File: config.mk
export PLATFORM = sky130hd
export DESIGN_NAME = rom_stream_ctrl_flat
export DESIGN_NICKNAME = d
export VERILOG_FILES = /design/src/rtl/rom_stream_ctrl_if.sv /design/src/rtl/rom_stream_ctrl.sv /design/src/flat_wrapper.sv
export SDC_FILE = /design/constraint.sdc
export NUM_CORES = 1
export LEC_CHECK = 0
export CORE_MARGIN = 1
export CORE_UTILIZATION = 36
export CTS_CLUSTER_DIAMETER = 80
export DETAILED_ROUTE_END_ITERATION = 8
export PLACE_DENSITY_LB_ADDON = 0.2
export SLEW_MARGIN = 20
export SYNTH_ARGS = -nofsm -noshare
export SYNTH_HDL_FRONTEND = slang
export SYNTH_SLANG_ARGS = --single-unit
export TNS_END_PERCENT = 1
File: constraint.sdc
create_clock -name clk -period 3.17 [get_ports clk]
set_input_delay 0.4755 -clock clk [delete_from_list [all_inputs] [get_ports clk]]
set_output_delay 0.4755 -clock clk [all_outputs]
set_load 0.03 [all_outputs]
File: src/rtl/rom_stream_ctrl_if.sv
// Request, ROM-side and stream-side signals of rom_stream_ctrl.
// slave is the controller's view; master is the requester/ROM/consumer view.
interface rom_stream_ctrl_if #(
    parameter int DATA_WIDTH = 8,
    parameter int DEPTH      = 8
);
    localparam int ADDR_WIDTH = $clog2(DEPTH);
    localparam int LEN_WIDTH  = ADDR_WIDTH + 1;

    logic                  start;
    logic [ADDR_WIDTH-1:0] base_addr;
    logic [LEN_WIDTH-1:0]  length;
    logic                  busy;
    logic                  done;
    logic                  start_rom;
    logic [ADDR_WIDTH-1:0] rom_addr;
    logic [DATA_WIDTH-1:0] rom_data;
    logic [DATA_WIDTH-1:0] out_data;
    logic                  out_valid;
    logic                  out_ready;
    logic                  out_last;

    modport master (
        output start, base_addr, length, rom_data, out_ready,
        input  busy, done, start_rom, rom_addr, out_data, out_valid, out_last
    );

    modport slave (
        input  start, base_addr, length, rom_data, out_ready,
        output busy, done, start_rom, rom_addr, out_data, out_valid, out_last
    );
endinterface

File: src/rtl/rom_stream_ctrl.sv
// Turns one (base_addr, length) request into a valid/ready stream of ROM words,
// using a 2-entry skid buffer to cover the ROM's 1-cycle read latency.
module rom_stream_ctrl #(
    parameter int DATA_WIDTH = 8,
    parameter int DEPTH      = 8
) (
    input  logic             clk,
    input  logic             rst,
    rom_stream_ctrl_if.slave bus
);
    localparam int ADDR_WIDTH = $clog2(DEPTH);
    localparam int LEN_WIDTH  = ADDR_WIDTH + 1;

    typedef enum logic [1:0] {IDLE = 2'd0, RUN = 2'd1, DRAIN = 2'd2} state_e;
    typedef struct packed {
        logic [DATA_WIDTH-1:0] data;
        logic                  last;
    } entry_t;

    state_e                state_q, state_d;
    logic [ADDR_WIDTH-1:0] next_addr_q, next_addr_d;
    logic [ADDR_WIDTH-1:0] rom_addr_q, rom_addr_d;
    logic [LEN_WIDTH-1:0]  reads_left_q, reads_left_d;
    logic                  inflight_q, inflight_d;
    logic                  inflight_last_q, inflight_last_d;
    entry_t [1:0]          buf_q, buf_d;
    logic                  rd_ptr_q, rd_ptr_d;
    logic [1:0]            count_q, count_d;
    logic                  done_q, done_d;

    logic       accept, zero_len, pop, push, issue, last_issue, last_pop, wr_ptr;
    logic [2:0] owned;

    // Words already owned (buffered or in flight) after this cycle's pop must leave
    // room for the read issued now, so the buffer can never overflow.
    always_comb begin
        accept     = (state_q == IDLE) && bus.start;
        zero_len   = (bus.length == '0);
        pop        = (count_q != 2'd0) && bus.out_ready;
        push       = inflight_q;
        owned      = {1'b0, count_q} + {2'b0, inflight_q} - {2'b0, pop};
        issue      = (reads_left_q != '0) && (owned < 3'd2);
        last_issue = issue && (reads_left_q == LEN_WIDTH'(1));
        last_pop   = pop && buf_q[rd_ptr_q].last;
        wr_ptr     = rd_ptr_q ^ count_q[0];
    end

    always_ff @(posedge clk) begin
        if (rst) state_q <= IDLE;
        else     state_q <= state_d;
    end

    always_comb begin
        state_d = state_q;
        case (state_q)
            IDLE:    if (accept && !zero_len) state_d = RUN;
            RUN:     if (last_issue)          state_d = DRAIN;
            DRAIN:   if (last_pop)            state_d = IDLE;
            default:                          state_d = IDLE;
        endcase
    end

    always_comb begin
        bus.busy      = (state_q != IDLE);
        bus.done      = done_q;
        bus.start_rom = issue;
        bus.rom_addr  = rom_addr_d;
        bus.out_valid = (count_q != 2'd0);
        bus.out_data  = buf_q[rd_ptr_q].data;
        bus.out_last  = (count_q != 2'd0) && buf_q[rd_ptr_q].last;
    end

    // rom_addr_q remembers the last issued address so rom_addr holds between reads.
    always_comb begin
        next_addr_d     = next_addr_q;
        rom_addr_d      = rom_addr_q;
        reads_left_d    = reads_left_q;
        buf_d           = buf_q;
        rd_ptr_d        = rd_ptr_q;
        inflight_d      = issue;
        inflight_last_d = last_issue;
        count_d         = count_q + {1'b0, push} - {1'b0, pop};
        done_d          = last_pop || (accept && zero_len);
        if (accept && !zero_len) begin
            reads_left_d = bus.length;
            next_addr_d  = bus.base_addr;
        end
        if (issue) begin
            rom_addr_d   = next_addr_q;
            next_addr_d  = next_addr_q + ADDR_WIDTH'(1);
            reads_left_d = reads_left_q - LEN_WIDTH'(1);
        end
        if (push) begin
            buf_d[wr_ptr].data = bus.rom_data;
            buf_d[wr_ptr].last = inflight_last_q;
        end
        if (pop) rd_ptr_d = ~rd_ptr_q;
    end

    always_ff @(posedge clk) begin
        if (rst) begin
            next_addr_q     <= '0;
            rom_addr_q      <= '0;
            reads_left_q    <= '0;
            inflight_q      <= 1'b0;
            inflight_last_q <= 1'b0;
            buf_q           <= '0;
            rd_ptr_q        <= 1'b0;
            count_q         <= '0;
            done_q          <= 1'b0;
        end else begin
            next_addr_q     <= next_addr_d;
            rom_addr_q      <= rom_addr_d;
            reads_left_q    <= reads_left_d;
            inflight_q      <= inflight_d;
            inflight_last_q <= inflight_last_d;
            buf_q           <= buf_d;
            rd_ptr_q        <= rd_ptr_d;
            count_q         <= count_d;
            done_q          <= done_d;
        end
    end

    a_no_overflow: assert property (@(posedge clk) disable iff (rst)
        !(push && !pop && count_q == 2'd2));

endmodule

File: src/flat_wrapper.sv
// flat-port wrapper written by rule: the top's interface ports become plain ports
module rom_stream_ctrl_flat 
#(
    parameter int DATA_WIDTH = 8,
    parameter int DEPTH      = 8
)
  (clk, rst, bus_start, bus_base_addr, bus_length, bus_rom_data, bus_out_ready, bus_busy, bus_done, bus_start_rom, bus_rom_addr, bus_out_data, bus_out_valid, bus_out_last);
  rom_stream_ctrl_if #(.DATA_WIDTH(DATA_WIDTH), .DEPTH(DEPTH)) bus_i ();
  input  logic clk;
  input  logic rst;
  input wire logic [$bits(bus_i.start)-1:0] bus_start;
  input wire logic [$bits(bus_i.base_addr)-1:0] bus_base_addr;
  input wire logic [$bits(bus_i.length)-1:0] bus_length;
  input wire logic [$bits(bus_i.rom_data)-1:0] bus_rom_data;
  input wire logic [$bits(bus_i.out_ready)-1:0] bus_out_ready;
  output wire logic [$bits(bus_i.busy)-1:0] bus_busy;
  output wire logic [$bits(bus_i.done)-1:0] bus_done;
  output wire logic [$bits(bus_i.start_rom)-1:0] bus_start_rom;
  output wire logic [$bits(bus_i.rom_addr)-1:0] bus_rom_addr;
  output wire logic [$bits(bus_i.out_data)-1:0] bus_out_data;
  output wire logic [$bits(bus_i.out_valid)-1:0] bus_out_valid;
  output wire logic [$bits(bus_i.out_last)-1:0] bus_out_last;
  assign bus_i.start = bus_start;
  assign bus_i.base_addr = bus_base_addr;
  assign bus_i.length = bus_length;
  assign bus_i.rom_data = bus_rom_data;
  assign bus_i.out_ready = bus_out_ready;
  assign bus_busy = bus_i.busy;
  assign bus_done = bus_i.done;
  assign bus_start_rom = bus_i.start_rom;
  assign bus_rom_addr = bus_i.rom_addr;
  assign bus_out_data = bus_i.out_data;
  assign bus_out_valid = bus_i.out_valid;
  assign bus_out_last = bus_i.out_last;
  rom_stream_ctrl #(.DATA_WIDTH(DATA_WIDTH), .DEPTH(DEPTH)) u_core (.clk(clk), .rst(rst), .bus(bus_i));
endmodule
**Word-level counts from Yosys, hierarchy flattened**

Index checks and enable logic that the tools add are counted.

- $add $sub $neg: 6
- $lt $le $gt $ge: 4
- Equal/unequal tests: 6
- Muxes and demuxes: 17
- Bitwise operators: 2
- Reduce and logical (&&, ||, !) cells: 18

Operator list:

| cell | count |
|---|---|
| $bwmux 18 | 2 |
| $mux 9 | 3 |
| $demux 9 s1 | 2 |
| $logic_and 1x1->1 | 9 |
| $mux 3 | 3 |
| $mux 4 | 2 |
| $mux 2 | 3 |
| $pmux 2 s3 | 1 |
| $reduce_bool 2->1 | 3 |
| $eq 4x1->1 const B | 1 |
| $logic_not 4->1 | 1 |
| $lt 1x2->1 const B | 2 |
| $ne 2x1->1 const B | 2 |
| $reduce_bool 4->1 | 1 |
| $sub 4x1->4 const B | 1 |
| $add 2x1->3 | 1 |
| $add 3x1->3 const B | 1 |
| $lt 3x2->1 const B | 1 |
| $reduce_and 3->1 | 1 |
| $sub 3x1->3 | 1 |
| $add 2x1->2 | 1 |
| $eq 2x1->1 const B | 1 |
| $eq 2x2->1 const B | 1 |
| $logic_not 2->1 | 1 |
| 8 further kinds | 8 |

- Flip-flop bits (word level): 36
- Input bits: 19
- Output and inout bits: 16
- Logic and storage cells: 66

**Logic depth before layout (Yosys ltp)**

- Word-level depth: 8
- Depth in mapped cells: 12
- Mapped depth without buffers: 11

**Worst setup path after synthesis**

Ideal clock, no wire load.

- Path type: register -> output
- From: register u_core.count_q[1]
- To: output bus_rom_addr[0]
- Arrival time: 2.495 ns
- Required time: 2.694 ns
- Path slack: 0.199 ns
- Cell stages (with the launch flop): 10
- Buffers on the path: 1
- Path through: dfxtp_1 -> o21ai_0 -> inv_1 -> ha_1 -> inv_1 -> ha_1 -> fa_1 -> or3_4 -> buf_6 -> mux2_4

- Longest elaborated chain between the ends: 6
- Elaborated cells on any way between the ends: 7
- Classes of those cells: 2 x add/sub; 1 x order compare; 1 x mux; 3 x reduce/logical

RTL lines:

| item | line | text |
|---|---|---|
| from (decl) | rom_stream_ctrl.sv:28 | `logic [1:0] count_q, count_d;` |
| from (signal assigned) | rom_stream_ctrl.sv:119 | `count_q <= count_d;` |
| $reduce_bool 2->1 | rom_stream_ctrl.sv:39 | `pop = (count_q != 2'd0) && bus.out_ready;` |
| $logic_and 1x1->1 | rom_stream_ctrl.sv:39 |  |
| named net u_core.pop | rom_stream_ctrl.sv:31 | `logic accept, zero_len, pop, push, issue, last_issue, last_pop, wr_ptr;` |
| $sub 3x1->3 | rom_stream_ctrl.sv:41 | `owned = {1'b0, count_q} + {2'b0, inflight_q} - {2'b0, pop};` |
| $lt 3x2->1 | rom_stream_ctrl.sv:42 | `issue = (reads_left_q != '0) && (owned < 3'd2);` |
| $logic_and 1x1->1 | rom_stream_ctrl.sv:42 |  |
| $mux 3 | rom_stream_ctrl.sv:88 | `if (issue) begin` |
| to (decl) | flat_wrapper.sv:19 | `output wire logic [$bits(bus_i.rom_addr)-1:0] bus_rom_addr;` |

The timed path passes the listed nets, and every way through them passes these cells.

**Worst setup path after layout**

- From: register u_core.count_q[1]
- To: output bus_rom_addr[2]

Same word-level chain as after synthesis.

==> results list <==
* Startpoint type of the worst setup path: flip-flop
- Hold endpoint: u_core.buf_q[11]
- Residual antenna-violating net count after detailed routing: 0
- Area contributors post-synth: sky130_fd_sc_hd__dfxtp_1 43%, sky130_fd_sc_hd__mux2i_1 12%, sky130_fd_sc_hd__mux2_2 6.1%
- Before antenna repair, the detailed router went through 5 iterations.
- Count of inserted antenna diode cells: 0
* Die extent in x: approximately 70 µm
* Maximum clock insertion buffer count: 2
* Synthesized net count: roughly 190
* Number of synthesized register bits: 36
- STA classifies the critical path endpoint as an output port.
- Dividing the final minimum period by the clock period gives 101%.
* Switching portion of total power: between 30% and 40%
- Commonest non-fill, non-tap cells in the layout: 34 x sky130_fd_sc_hd__dfxtp_1, 29 x sky130_fd_sc_hd__clkdlybuf4s50_1, 26 x sky130_fd_sc_hd__nor2_1
* Slowest cell delay on critical path: 0.44 ns
- Fin. Hold Viols: 0
- In this run the static leakage power is 1.07 nW.
- End-of-flow core utilization: 54.1%
- The internal portion of the total power is 1.50 mW.
- Root Buffer: sky130_fd_sc_hd__clkbuf_8
* Layout Nets: 249
* Worst path slowest cell: sky130_fd_sc_hd__or3_4
- In this run, the number of DRC markers left after iteration 0 of detailed routing was 47.
- Part of the power in registers: about 28%
- Violated checks: negative setup slack
- In this run the number of H-tree levels came out at 2.
- The critical path starts at u_core.count_q[1].
- The number of hold buffers added after CTS was 0.
- The top cell type by area accounts for ~43% of the synthesized area.
* Data required time of the worst path: ~2.7 ns
- Most common cell after layout, fill and taps aside: sky130_fd_sc_hd__dfxtp_1
- Count of distinct cell types in the synthesized netlist: 36
- Final min period: 3.21 ns
- For the final database, setup skew stands at approximately 0.0063 ns.
* RSZ-0062 raised after global routing: true
* R2R setup slack: ~0.040 ns
- The later pin in the worst-skew pair is clocked with a latency of about 0.29 ns.
- Number of endpoints failing setup at the final stage: 1
- Core area: ~4400 µm²
- Measured along the y axis, the die boundary spans roughly 70 µm.
- Row Count: 24
* Number of buffers added by the clock tree synthesis step: 5
* Number of standard cells after synthesis: about 160
- In the post-route analysis, the smallest setup slack over all paths is -0.0428 ns.
- Worst supply voltage drop on vdd: 0.792 mV
- Compared with the post-synthesis result, the final layout area differs by 43.4%.
* Via count: 1413
* Maximum clock frequency: 311 MHz
* Share of total power in combinational logic: 58.0%
* Post-Syn Area per Cell: roughly 10 µm²
- After clock tree synthesis, the clock-pin slew on the worst setup and hold paths is ~0.070 ns.
* Wire length per cell after detailed routing: ~14 µm
- # port buffers: 34
- The die covers 4900 µm².
* Classification of the worst setup path: flip-flop to output port
- In this run the worst path has a maximum fanout of 4.
* Maximum number of pins on one net before global-route repair: 20
- Max Cap Violations: 0
- Of all cell types, the one taking the most synthesized area is sky130_fd_sc_hd__dfxtp_1.
- Remaining DRCs: 0
* Number of global-route vias before repair: between 1000 and 1500
- Share of power burned in the clock network: between 10% and 20%
* First-pass GRT wire length: roughly 6900 µm
- Clock tree from TritonCTS: yes
* Antenna violations before repair: 0
- The congestion estimate from routability-driven global placement came to approximately 0.79.
- TritonCTS Sinks: 36
- The worst pin sits at a relative slew slack of between 50 and 60%.
* Pwr per Cell Area: roughly 1000 nW/µm²
* Fraction of final layout cells with drive strength greater than 1: slightly below 30%
- Beginning of the worst hold path: u_core.buf_q[11]
* Yosys warning count: 0
* Estimated wirelength of the detail-placed design: around 2500 µm
- Fillers: ~390
- The worst hold path passes through 2 cells.
- Switching power: slightly above 900 µW
- After synthesis the cells add up to 1670 µm².
* Global route total overflow: 0
* Chain of cells forming the critical path: o21ai_4, inv_2, ha_4, inv_2, ha_4, fa_2, or3_4, buf_6, mux2_4, buf_6
* Overall power after layout: ~2.4 mW
- Final Routed Wirelength: about 4000 µm
- Critical Path AT: 2.74 ns
- Initial standard-cell utilization of the core: a little under two fifths
- Critical R2R Launch: u_core.count_q[1]
- Least-Margin Pin Slew: 0.647 ns
- Hold Crit Class: flip-flop to flip-flop
- 35 I/O pins were placed.
- The flow ran to the end, but the final reports show violations.
* Reg-to-reg endpoint: u_core.state_q[1]
* Average via count per standard cell: 5.12
- Across every metal layer, demand over resource in global routing totals 17.9%.
* Portion of the post-synthesis area used by sequential elements: ~43%
- Setup Slack @ Placement: -0.672 ns
* Final Max Slew Viols: 0
- Counting cells, the worst reg-to-reg path comes to 23.
state kept, by name (all words and copies together) (netlist names):
| name | cells |
|---|---|
| u_core.buf_q | 18 |
| u_core.reads_left_q | 4 |
| u_core.next_addr_q | 3 |
| u_core.rom_addr_q | 3 |
| u_core.count_q | 2 |
| u_core.state_q | 2 |
| u_core.bus.done | 1 |
| u_core.inflight_last_q | 1 |
| u_core.inflight_q | 1 |
| u_core.rd_ptr_q | 1 |
cells in the mapped netlist (all sizes together):
library cell / number
ha: 5
nor3b: 4
buf: 5
and3: 1
or2: 1
nor2b: 5
nand2: 1
xnor2: 4
nor3: 1
a221oi: 4
nand4b: 2
o22ai: 1
mux2i: 20
or3: 1
or3b: 1
or4b: 1
a211oi: 6
inv: 9
nor4: 1
nand3: 2
nor2: 27
nand2b: 2
xor2: 1
and2b: 1
clkbuf: 3
a21oi: 2
fa: 1
mux2: 11
dfxtp: 36
o21ai: 5
through the flow:
step           instance area (µm²)  instances  setup TNS, ns  hold slack [ns]
6_report                      2390        276        -0.0428            0.497
5_1_grt                       2390        276         -0.314            0.520
4_1_cts                       2350        277        -0.0775            0.504
3_5_place_dp                  2080        250          -2.39            0.485
3_3_place_gp                  2080        250          -1.77            0.469
2_1_floorplan                 1670        164              0            0.458
layout make-up:
class | count | area, µm² | area share [%]
Clock buffer | 7 | 96.3 | 4.03
Inverter | 9 | 36.3 | 1.52
Multi-Input combinational cell | 111 | 917 | 38.4
Sequential cell | 36 | 723 | 30.3
Tap cell | 52 | 65.1 | 2.72
Timing Repair Buffer | 61 | 551 | 23.0
worst max-delay path: cells and delay by family, from the launching register on:
kind / cells / cell delay [ns]
buf+inv: 4 / 0.38
mux: 1 / 0.29
compound gates: 1 / 0.17
fa+ha+maj: 3 / 0.82
simple gates: 1 / 0.44
flops: 1 / 0.34
power by group through the flow:
stage	registers (mW)	clock network, mW	logic, mW
after CTS	0.658	0.363	1.33
after global placement	0.657	0	1.12
after global routing	0.682	0.391	1.52
after floorplan	0.630	0	0.849
final	0.667	0.348	1.40
after detailed placement	0.664	0	1.15
how the worst max path moves through the flow:
stage                           end  slack, ns  cells past startpoint
finish              bus_rom_addr[2]      -0.04                     10
global route        bus_rom_addr[2]      -0.14                     10
CTS                 bus_rom_addr[2]      -0.08                     11
detailed placement  bus_rom_addr[1]      -0.67                     10
global placement    bus_rom_addr[0]      -0.62                     10
floorplan           bus_rom_addr[0]       0.20                      9
per-layer routing:
| layer | track usage (%) | up-vias | part of all wire (%) |
|---|---|---|---|
| met5 | 0 | - | 0 |
| met4 | 5.33 | 0 | 1.4 |
| met3 | 5.48 | 7 | 4.5 |
| met2 | 31.4 | 37 | 52 |
| met1 | 20.9 | 681 | 42 |
| li1 | - | 688 | - |
what timing repair did:
action,4_1_cts,5_1_grt
gates resized for setup,25,13
pin swaps,5,6
endpoints found under the hold margin,0,0
setup buffers,20,0
endpoints found under the setup margin,4,7
cell families after synthesis:
group,Yosys count,share of synthesized area [%]
AO/OA/AOI/OAI,18,7.29
XOR/XNOR,5,2.63
adder cells (fa/ha/maj),6,4.96
buffers and inverters,17,4.66
flip-flops,36,43.3
multiplexers,31,19.9
AND/OR/NAND/NOR,51,17.3
No activity file was read; power rests on OpenSTA's default activity.
